==> src/rtl/prefetch_stream.sv <==
// prefetch_stream: next-line instruction prefetcher.
// Streams up to PREF_DEPTH sequential lines after a demand fetch, tracks up to
// NUM_MSHR outstanding memory tags, and writes returning lines into the Icache.
// It yields to demand misses and abandons in-flight data on a branch.
module prefetch_stream #(
  parameter int ADDR_W     = 16,
  parameter int IDX_W      = 5,
  parameter int PREF_DEPTH = 4,
  parameter int NUM_MSHR   = 4,
  parameter int MEM_TAG_W  = 4
) (
  input  logic                 clock,
  input  logic                 reset,
  input  logic                 want_to_fetch,
  input  logic [ADDR_W-1:0]    fetch_addr,
  input  logic                 branch,
  input  logic                 give_way,
  output logic [ADDR_W-1:0]    probe_addr,
  input  logic                 probe_hit,
  output logic [1:0]           pref_command,
  output logic [ADDR_W-1:0]    pref_addr,
  input  logic [MEM_TAG_W-1:0] mem_response,
  input  logic [MEM_TAG_W-1:0] mem_tag,
  input  logic [63:0]          mem_data,
  output logic                 pref_wr_en,
  output logic [IDX_W-1:0]     pref_wr_index,
  output logic [ADDR_W-4-IDX_W:0] pref_wr_tag,
  output logic [63:0]          pref_wr_data,
  output logic                 busy,
  output logic                 stream_done
);

  localparam int TAG_W  = ADDR_W - 3 - IDX_W;
  localparam int REM_W  = 4;
  localparam int MIDX_W = (NUM_MSHR > 1) ? $clog2(NUM_MSHR) : 1;

  localparam logic [1:0] BUS_NONE = 2'd0;
  localparam logic [1:0] BUS_LOAD = 2'd1;

  typedef enum logic {IDLE, RUN} state_t;

  state_t              state, state_next;
  logic [ADDR_W-1:0]   cur_addr, cur_addr_next;
  logic [REM_W-1:0]    remaining, remaining_next;

  logic [NUM_MSHR-1:0] mshr_valid;
  logic [NUM_MSHR-1:0] mshr_squashed;
  logic [MEM_TAG_W-1:0] mshr_mtag [NUM_MSHR];
  logic [IDX_W-1:0]    mshr_idx  [NUM_MSHR];
  logic [TAG_W-1:0]    mshr_tag  [NUM_MSHR];

  logic                free_found;
  logic [MIDX_W-1:0]   free_sel;
  logic                hit_found;
  logic [MIDX_W-1:0]   hit_sel;

  logic                active;
  logic                issue;
  logic                skip;
  logic                accepted;
  logic                advance;

  // Find the lowest-numbered free MSHR for the next allocation.
  always_comb begin
    free_found = 1'b0;
    free_sel   = '0;
    for (int i = NUM_MSHR - 1; i >= 0; i--) begin
      if (!mshr_valid[i]) begin
        free_found = 1'b1;
        free_sel   = MIDX_W'(i);
      end
    end
  end

  // Match the returning memory tag against the outstanding MSHRs.
  always_comb begin
    hit_found = 1'b0;
    hit_sel   = '0;
    for (int i = NUM_MSHR - 1; i >= 0; i--) begin
      if (mem_tag != '0 && mshr_valid[i] && mshr_mtag[i] == mem_tag) begin
        hit_found = 1'b1;
        hit_sel   = MIDX_W'(i);
      end
    end
  end

  // Stream control: issue/skip decisions, next stream state and bus outputs.
  always_comb begin
    state_next     = state;
    cur_addr_next  = cur_addr;
    remaining_next = remaining;
    stream_done    = 1'b0;

    active   = (state == RUN) && !give_way && !branch;
    issue    = active && free_found && !probe_hit;
    skip     = active && probe_hit;
    accepted = issue && (mem_response != '0);
    advance  = skip || accepted;

    pref_command = issue ? BUS_LOAD : BUS_NONE;
    pref_addr    = issue ? cur_addr : '0;
    probe_addr   = cur_addr;

    if (advance && remaining == REM_W'(1)) begin
      stream_done = 1'b1;
    end

    if (want_to_fetch) begin
      state_next     = RUN;
      cur_addr_next  = {fetch_addr[ADDR_W-1:3] + (ADDR_W-3)'(1), 3'b000};
      remaining_next = REM_W'(PREF_DEPTH);
    end else if (branch) begin
      state_next     = IDLE;
      remaining_next = '0;
    end else if (advance) begin
      cur_addr_next  = cur_addr + ADDR_W'(8);
      remaining_next = remaining - REM_W'(1);
      if (remaining == REM_W'(1)) begin
        state_next = IDLE;
      end
    end

    pref_wr_en    = hit_found && !mshr_squashed[hit_sel];
    pref_wr_index = pref_wr_en ? mshr_idx[hit_sel] : '0;
    pref_wr_tag   = pref_wr_en ? mshr_tag[hit_sel] : '0;
    pref_wr_data  = pref_wr_en ? mem_data : '0;

    busy = (state == RUN) || (|mshr_valid);
  end

  // Stream state register.
  always_ff @(posedge clock) begin
    if (!reset) begin
      state     <= IDLE;
      cur_addr  <= '0;
      remaining <= '0;
    end else begin
      state     <= state_next;
      cur_addr  <= cur_addr_next;
      remaining <= remaining_next;
    end
  end

  // MSHR table: squash on branch, free on completion, allocate on acceptance.
  always_ff @(posedge clock) begin
    if (!reset) begin
      mshr_valid    <= '0;
      mshr_squashed <= '0;
      for (int i = 0; i < NUM_MSHR; i++) begin
        mshr_mtag[i] <= '0;
        mshr_idx[i]  <= '0;
        mshr_tag[i]  <= '0;
      end
    end else begin
      if (branch) begin
        mshr_squashed <= mshr_squashed | mshr_valid;
      end
      if (hit_found) begin
        mshr_valid[hit_sel] <= 1'b0;
      end
      if (accepted) begin
        mshr_valid[free_sel]    <= 1'b1;
        mshr_squashed[free_sel] <= 1'b0;
        mshr_mtag[free_sel]     <= mem_response;
        mshr_idx[free_sel]      <= cur_addr[IDX_W+2:3];
        mshr_tag[free_sel]      <= cur_addr[ADDR_W-1:IDX_W+3];
      end
    end
  end

endmodule

==> config.mk <==
export PLATFORM = sky130hd
export DESIGN_NAME = prefetch_stream
export DESIGN_NICKNAME = d
export VERILOG_FILES = /design/src/rtl/prefetch_stream.sv
export SDC_FILE = /design/constraint.sdc
export NUM_CORES = 1
export LEC_CHECK = 0
export CAP_MARGIN = 20
export CORE_MARGIN = 2
export CORE_UTILIZATION = 49
export CTS_CLUSTER_SIZE = 8
export DETAILED_ROUTE_END_ITERATION = 10
export GPL_TIMING_DRIVEN = 0
export PLACE_DENSITY = 0.87
export SLEW_MARGIN = 5
export SYNTH_ARGS = -nofsm -noshare
export SYNTH_HDL_FRONTEND = slang
export SYNTH_SLANG_ARGS = --single-unit
==> constraint.sdc <==
create_clock -name clock -period 4.75 [get_ports clock]
set_input_delay 0.475 -clock clock [delete_from_list [all_inputs] [get_ports clock]]
set_output_delay 0.475 -clock clock [all_outputs]
set_load 0.03 [all_outputs]
==> results of run 1 <==
[power by group]
group / internal [mW] / switching (mW)
clock: 0.490 / 0.313
sequential: 0.907 / 0.0273
combinational: 0.122 / 0.125
[cell usage after synthesis (10+ instances only)]
master,count
nor3b_1,16
inv_1,10
and2_1,112
xor2_1,18
clkbuf_1,32
nand3_1,15
nor2_1,20
a21oi_1,29
nand4_1,17
and3_1,31
buf_4,13
dfxtp_1,26
o21ai_0,13
edfxtp_1,68
xnor2_1,19
nand2_1,46
a21boi_0,13
o221ai_1,13
[final timing paths]
path,slack [ps],endpoint,from,cells past startpoint
hold reg to reg,510,mshr_squashed[3],mshr_squashed[3],2
setup / recovery,490,pref_wr_index[0],mshr_mtag[2][1],9
hold / removal,510,mshr_squashed[3],mshr_squashed[3],2
setup reg to reg,1580,mshr_tag[1][2],state,6
[per-layer routing]
metal / up-vias / share of wire [%] / GRT usage, %
li1: 2500 / - / -
met1: 2582 / 37 / 36.3
met2: 368 / 51 / 53.9
met3: 49 / 8.8 / 5.14
met4: 0 / 2.5 / 9.67
met5: - / 0 / 0
[metrics by stage]
stage,area (µm²),setup WS (ps),util (%)
after floorplan,5630,1480,-
after global placement,7730,358,68.6
after detailed placement,7770,616,68.9
after CTS,8110,523,72.0
after global routing,8110,367,72.0
final,8110,490,72.0
[flip-flops by register name, summed over array words and instances, names as in the netlist]
register / flops
mshr_idx: 20
mshr_valid: 4
mshr_squashed: 4
mshr_mtag: 16
probe_addr: 13
remaining: 4
mshr_tag: 32
state: 1
[cell families after synthesis]
kind of cell    count (synthesis)  synth area share [%]
other cells                     1                0.0668
flops                          94                  45.7
compound gates                 94                  11.9
mux                             1                 0.201
xor+xnor                       37                  5.78
buf+inv                        64                  5.42
fa+ha+maj                       3                 0.669
simple gates                  292                  30.3
[placed cells by master, fill, tap and decap left out, types with 16 or more instances in the layout]
cell / n
and3_1: 31
a21oi_1: 29
and2_1: 112
nor2_1: 20
clkbuf_1: 32
dfxtp_1: 26
edfxtp_1: 68
nand4_1: 17
clkdlybuf4s50_1: 192
nor3b_1: 16
xor2_1: 18
xnor2_1: 19
nand2_1: 46
[final cells by class]
class                   count  area, µm²
clock inverters             4       53.8
multi-input cells         434       2770
inverters                  10       37.5
well taps                 143        179
clock buffers              12        289
repair buffers            194       1950
plain buffers              54        267
flip-flops and latches     94       2560
fillers                   832       3160
[worst register-to-register path: stages, from the launching register on]
cell and delay (ps):
dfxtp_1 370, nor4b_1 600, and2_1 300, nand2_1 190, nor3b_1 870, clkbuf_1 490, and2_1 220
==> summary.md, run 1 <==
| Metric | Value |
|---|---|
| Die X | 111 µm |
| Mapped Area | between 5000 and 6000 µm² |
| Primary FF master, synth | edfxtp_1 |
| Non-filler cells, final | between 900 and 1,000 |
| Vias | ~5,500 |
| Post-synthesis async set-or-reset flop share | 0% |
| Max Clock Freq | about 0.23 GHz |
| GPL Wtd Cong | ~0.95 |
| Cell row count | 39 |
| Clock root buffer | clkbuf_16 |
| Fin crit share | 89.7% |
| Crit end category | primary output |
| Count of distinct cell types in the synthesized netlist | slightly above 50 |
| Slew margin rel. | roughly a third |
| CP top delay family | buffers and inverters |
| Detailed Route WL | approximately 19,000 µm |
| Sequential cell area fraction in the yosys report | between 40% and 50% |
| CTS H-Tree Depth | 3 |
| Antenna diodes | 0 |
| CTS sink count | 94 |
| Gate Count Post-Synth | about 600 |
| Post-DP HPWL | around 14,000 µm |
| Signal arrival time at the worst endpoint | 3780 ps |
| Worst Tran Pin Value | just over 1000 ps |
| Hold Vio Cnt, Final | 0 |
| Worst path slowest cell | clkdlybuf4s50_1 |
| Starting Density | 49.8% |
| Placed cell count | 929 |
| Ratio of cells with drive above 1 in the final layout | 6.86% |
| Worst vdd ir | about 0.28 mV |
| I/O pin count | approximately 210 |
| Die Span Y | roughly 110 µm |
| Status | complete, no violations |
| PwrDens | about 240 nW/µm² |
| Detail Route Antenna Nets | 0 |
| Seq cells post-synth | 94 |
| Hold Path Class | reg -> reg |
| Worst-path clk slew | approximately 70 ps |
| Post-synth top area share | around 36% |
| Syn-to-layout area delta | 44.6% |
| Total power | 1.98 mW |
| Worst Setup Path Type | reg -> out |
| Yosys warns | 0 |
| MaxCap Viol Count | 0 |
| Largest area contributor in the netlist | edfxtp_1 |
| Cell leakage power | 3.02 nW |
| Setup tns final | 0 ps |
| Clock buffer count from CTS | 9 |
| IO Port Bufs | around 190 |
| Critical-path cell list | xor2_1 > nor3_2 > and3_1 > buf_2 > o311ai_2 > a32oi_2 > buf_4 > a21boi_0 > clkdlybuf4s50_1 |
| # hold bufs at CTS | 0 |
| CP bufs+invs | 3 |
| CORE AREA | between 10,000 and 15,000 µm² |
| GR Util All Layers | between 20% and 30% |
| Detailed-route wire length per cell | between 15 and 20 µm |
| Global-route wire length before repair | between 20,000 and 30,000 µm |
| CTS tree | built |
| Global route overflow | 0 |
| Initial antenna violation count | 0 |
| TritonRoute pass-1 iters | 5 |
| Max Root-Sink Buffers | 2 |
| Critical Path Fanout Max | 10 |
| DR DRC count | 0 |
| Final setup vio count | 0 |
| CP required | between 4000 and 5000 ps |
| Postcts setup bufs | 0 |
| Final period demand of the worst path | ~4300 ps |
| Pins Over Slew Limit | 0 |
| PostCTS Resize Cnt | 0 |
| Synth Area per Inst | between 9 and 10 µm² |
| CP max stage delay | 750 ps |
| Top area cells in the synthesized netlist | edfxtp_1 36%, and2_1 12%, dfxtp_1 9.3% |
| Largest net degree at the start of global routing | 18 |
| Layout Nets | slightly below 900 |
| Die area | ~12,000 µm² |
| RSZ-0062 raised after global routing | no |
| Clock Skew | between 6 and 7 ps |
| Vias per cell | 5.82 |
| Clock Latency Late Sink | 340 ps |
| Post-synth EDFFs | 68 |
| Initial DRC count | approximately 410 |
| Kind of start point of the critical path | register |
| Vias in the first global route | ~5,400 |
| Hold Slack | 510 ps |
(Power assumes the default switching activity.)
==> run 2: changes to the inputs <==
Settings changed: CORE_ASPECT_RATIO from default to 0.75, REMOVE_ABC_BUFFERS from default to 1.
==> run 2 against run 1 <==
Net effect: non-clock buffer count shrank 39; global-route usage grew 0.39 points; highest routed layer unchanged; sequential share of layout area shrank 0.068 points; total power shrank 2.2%; register-to-register slack lost 120 ps; critical path type is now in -> out; combinational power is essentially flat; critical endpoint is now pref_wr_data[53]; sequential power grew 0.7%; clock skew shrank 1.4 ps.
==> summary.md, run 2 (synthesized netlist as in run 1, its figures left out) <==
| Metric | Value |
|---|---|
| Status | complete, no violations |
| Cell leakage power | 3.17 nW (+5.1%) |
| Detailed-route wire length per cell | 20.7 µm (+3.6%) |
| Detailed Route WL | 18,700 µm (-0.91%) |
| Final Cell Area | 8130 µm² (+0.22%) |
| CP required | 4280 ps (about the same) |
| Signal arrival time at the worst endpoint | 4150 ps (+370 ps) |
| Post-DP HPWL | 12,300 µm (-12%) |
| R2R cell count | 5 (-1) |
| Most frequent cells in the layout | 186 x clkdlybuf4s50_1, 112 x and2_1, 68 x edfxtp_1 |
| CTS sink count | 94 (unchanged) |
| Fin crit share | 97.3% (+7.7 points) |
| GPL Wtd Cong | 0.911 (-4.3%) |
| Placed cell count | 880 (-5.3%) |
| RSZ-0062 raised after global routing | no |
| Worst setup path end | pref_wr_data[53] |
| Vias | 5,326 (-3.1%) |
| Clock root buffer | clkbuf_16 |
| Commonest non-fill, non-tap cell in the layout | clkdlybuf4s50_1 |
| Initial DRC count | 525 (+28%) |
| Worst Setup Path Type | in -> out |
| Die X | 128 µm (+15%) |
| FF-to-FF setup slack | 1460 ps (-120 ps) |
| PwrDens | 239 nW/µm² (-2.5%) |
| Clock Skew | 5.27 ps (-1.40 ps) |
| Die Span Y | 96.7 µm (-13%) |
| # hold bufs at CTS | 0 (unchanged) |
| Biggest register | mshr_tag |
| Placed Area | 7610 µm² (-2.0%) |
| Non-filler cells, final | 904 (-4.3%) |
| CORE AREA | 11,000 µm² (-2.2%) |
| Worst reg2reg endpoint | mshr_mtag[3][3] |
| Setup crit start | mem_tag[2] |
| Pins Over Slew Limit | 0 (unchanged) |
| Number of flip-flops in the largest register | 32 (unchanged) |
| Global-route wire length before repair | 29,100 µm (+0.31%) |
| Detail Route Antenna Nets | 0 (unchanged) |
| Global route overflow | 0 (unchanged) |
| GR Util All Layers | 30.3% (+0.39 points) |
| Max Root-Sink Buffers | 2 (unchanged) |
| Worst Tran Pin Value | 1020 ps (-1.56 ps) |
| TritonRoute pass-1 iters | 5 (unchanged) |
| Critical Path Fanout Max | 52 (+42) |
| Slew margin rel. | 31.8% (-0.046 points) |
| Cell row count | 33 (-15%) |
| Antenna diodes | 0 (unchanged) |
| Total power | 1.94 mW (-2.2%) |
| Die area | 12,300 µm² (about the same) |
| CTS H-Tree Depth | 3 (unchanged) |
| Final setup vio count | 0 (unchanged) |
| Crit end category | primary output |
| Ratio of cells with drive above 1 in the final layout | 6.68% (-0.18 points) |
| Layout Nets | 856 (-4.3%) |
| Vias per cell | 5.89 (+1.2%) |
| Initial antenna violation count | 0 (unchanged) |
| Largest net degree at the start of global routing | 53 (+35) |
| Vias in the first global route | 5,317 (-1.6%) |
| Hold Vio Cnt, Final | 0 (unchanged) |
| Reg2reg start | state |
| Worst-path clk slew | 60 ps (about the same) |
| I/O pin count | 208 (unchanged) |
| Final period demand of the worst path | 4620 ps (+364 ps) |
| Clock Latency Late Sink | 350 ps (about the same) |
| Syn-to-layout area delta | 44.9% |
| MaxCap Viol Count | 0 (unchanged) |
| Starting Density | 50.9% (+1.1 points) |
| CTS tree | built |
| IO Port Bufs | 197 (+2.6%) |
| Kind of start point of the critical path | input pin |
| Max Clock Freq | 0.216 GHz (-7.9%) |
| Clock buffer count from CTS | 9 (unchanged) |
| Worst vdd ir | 0.176 mV (-37%) |
| Regs by FF count | mshr_tag x32, mshr_idx x20, mshr_mtag x16 |
| DR DRC count | 0 (unchanged) |
| Hold Path Class | reg -> reg |
run 2: changes by cell type in the layout (fill, tap and decap cells not counted), sizes merged:
cell and delta:
clkinvlp +1, clkbuf -33, dlymetal6s2s +11, a32oi +1
clkdlybuf4s50 -6, inv -3, buf -10, clkinv +1
run 2: worst min-delay path by stage:
stage,startpoint,to,cells after the start
final,mshr_squashed[2],mshr_squashed[2],2
after global routing,mshr_squashed[2],mshr_squashed[2],2
after CTS,mshr_squashed[2],mshr_squashed[2],2
after detailed placement,mshr_squashed[2],mshr_squashed[2],2
after global placement,mshr_squashed[2],mshr_squashed[2],2
after floorplan,mshr_squashed[3],mshr_squashed[3],2
run 2: layout make-up:
class	count	area, µm²
Tap cell	140	175
Inverter	10	37.5
Multi-Input combinational cell	435	2880
Clock buffer	13	270
Clock inverter	3	41.3
Sequential cell	94	2560
Fill cell	727	2890
Timing Repair Buffer	209	2170
run 2: power breakdown:
group | internal, mW | switching (mW)
clock | 0.450 | 0.303
combinational | 0.122 | 0.124
sequential | 0.908 | 0.0342
total | 1.48 | 0.461
run 2: critical path, stage by stage:
cell             delay, ps
clkdlybuf4s50_1        620
xor2_1                 270
nor3_2                 290
nand4_4                300
a2111o_1               600
a32oi_4                390
buf_16                 230
and2_1                 230
clkdlybuf4s50_1        710
run 2: routing by layer:
layer  track usage, %  up-vias  wire length, µm
met5                0        -                0
li1                 -     2430                -
met2             49.1      314             8880
met1             39.8     2526             7570
met3             7.47       56             1700
met4             10.1        0              519
run 2: timing repair:
item	in CTS	in global routing
pin swaps	2	0
buffers inserted	4	0
endpoints found under the setup margin	78	13
cloned	1	0
gates resized for setup	8	12
run 2: per-stage QoR:
| stage | TNS [ps] | hold slack [ps] | setup WS (ps) | utilization (%) |
|---|---|---|---|---|
| 3_5_place_dp | -51180 | 470 | -830 | 69.1 |
| 3_3_place_gp | -175720 | 462 | -2210 | 68.2 |
| 5_1_grt | 0 | 526 | 23.3 | 73.8 |
| 2_1_floorplan | -520 | 446 | -40.0 | - |
| 6_report | 0 | 493 | 126 | 73.8 |
| 4_1_cts | 0 | 483 | 27.6 | 72.9 |
==> run 3: changes to the inputs <==
Settings changed: HOLD_SLACK_MARGIN from default to 0.12.
==> results of run 3 <==
Final layout, timing and power as in run 2 (identical DEF).
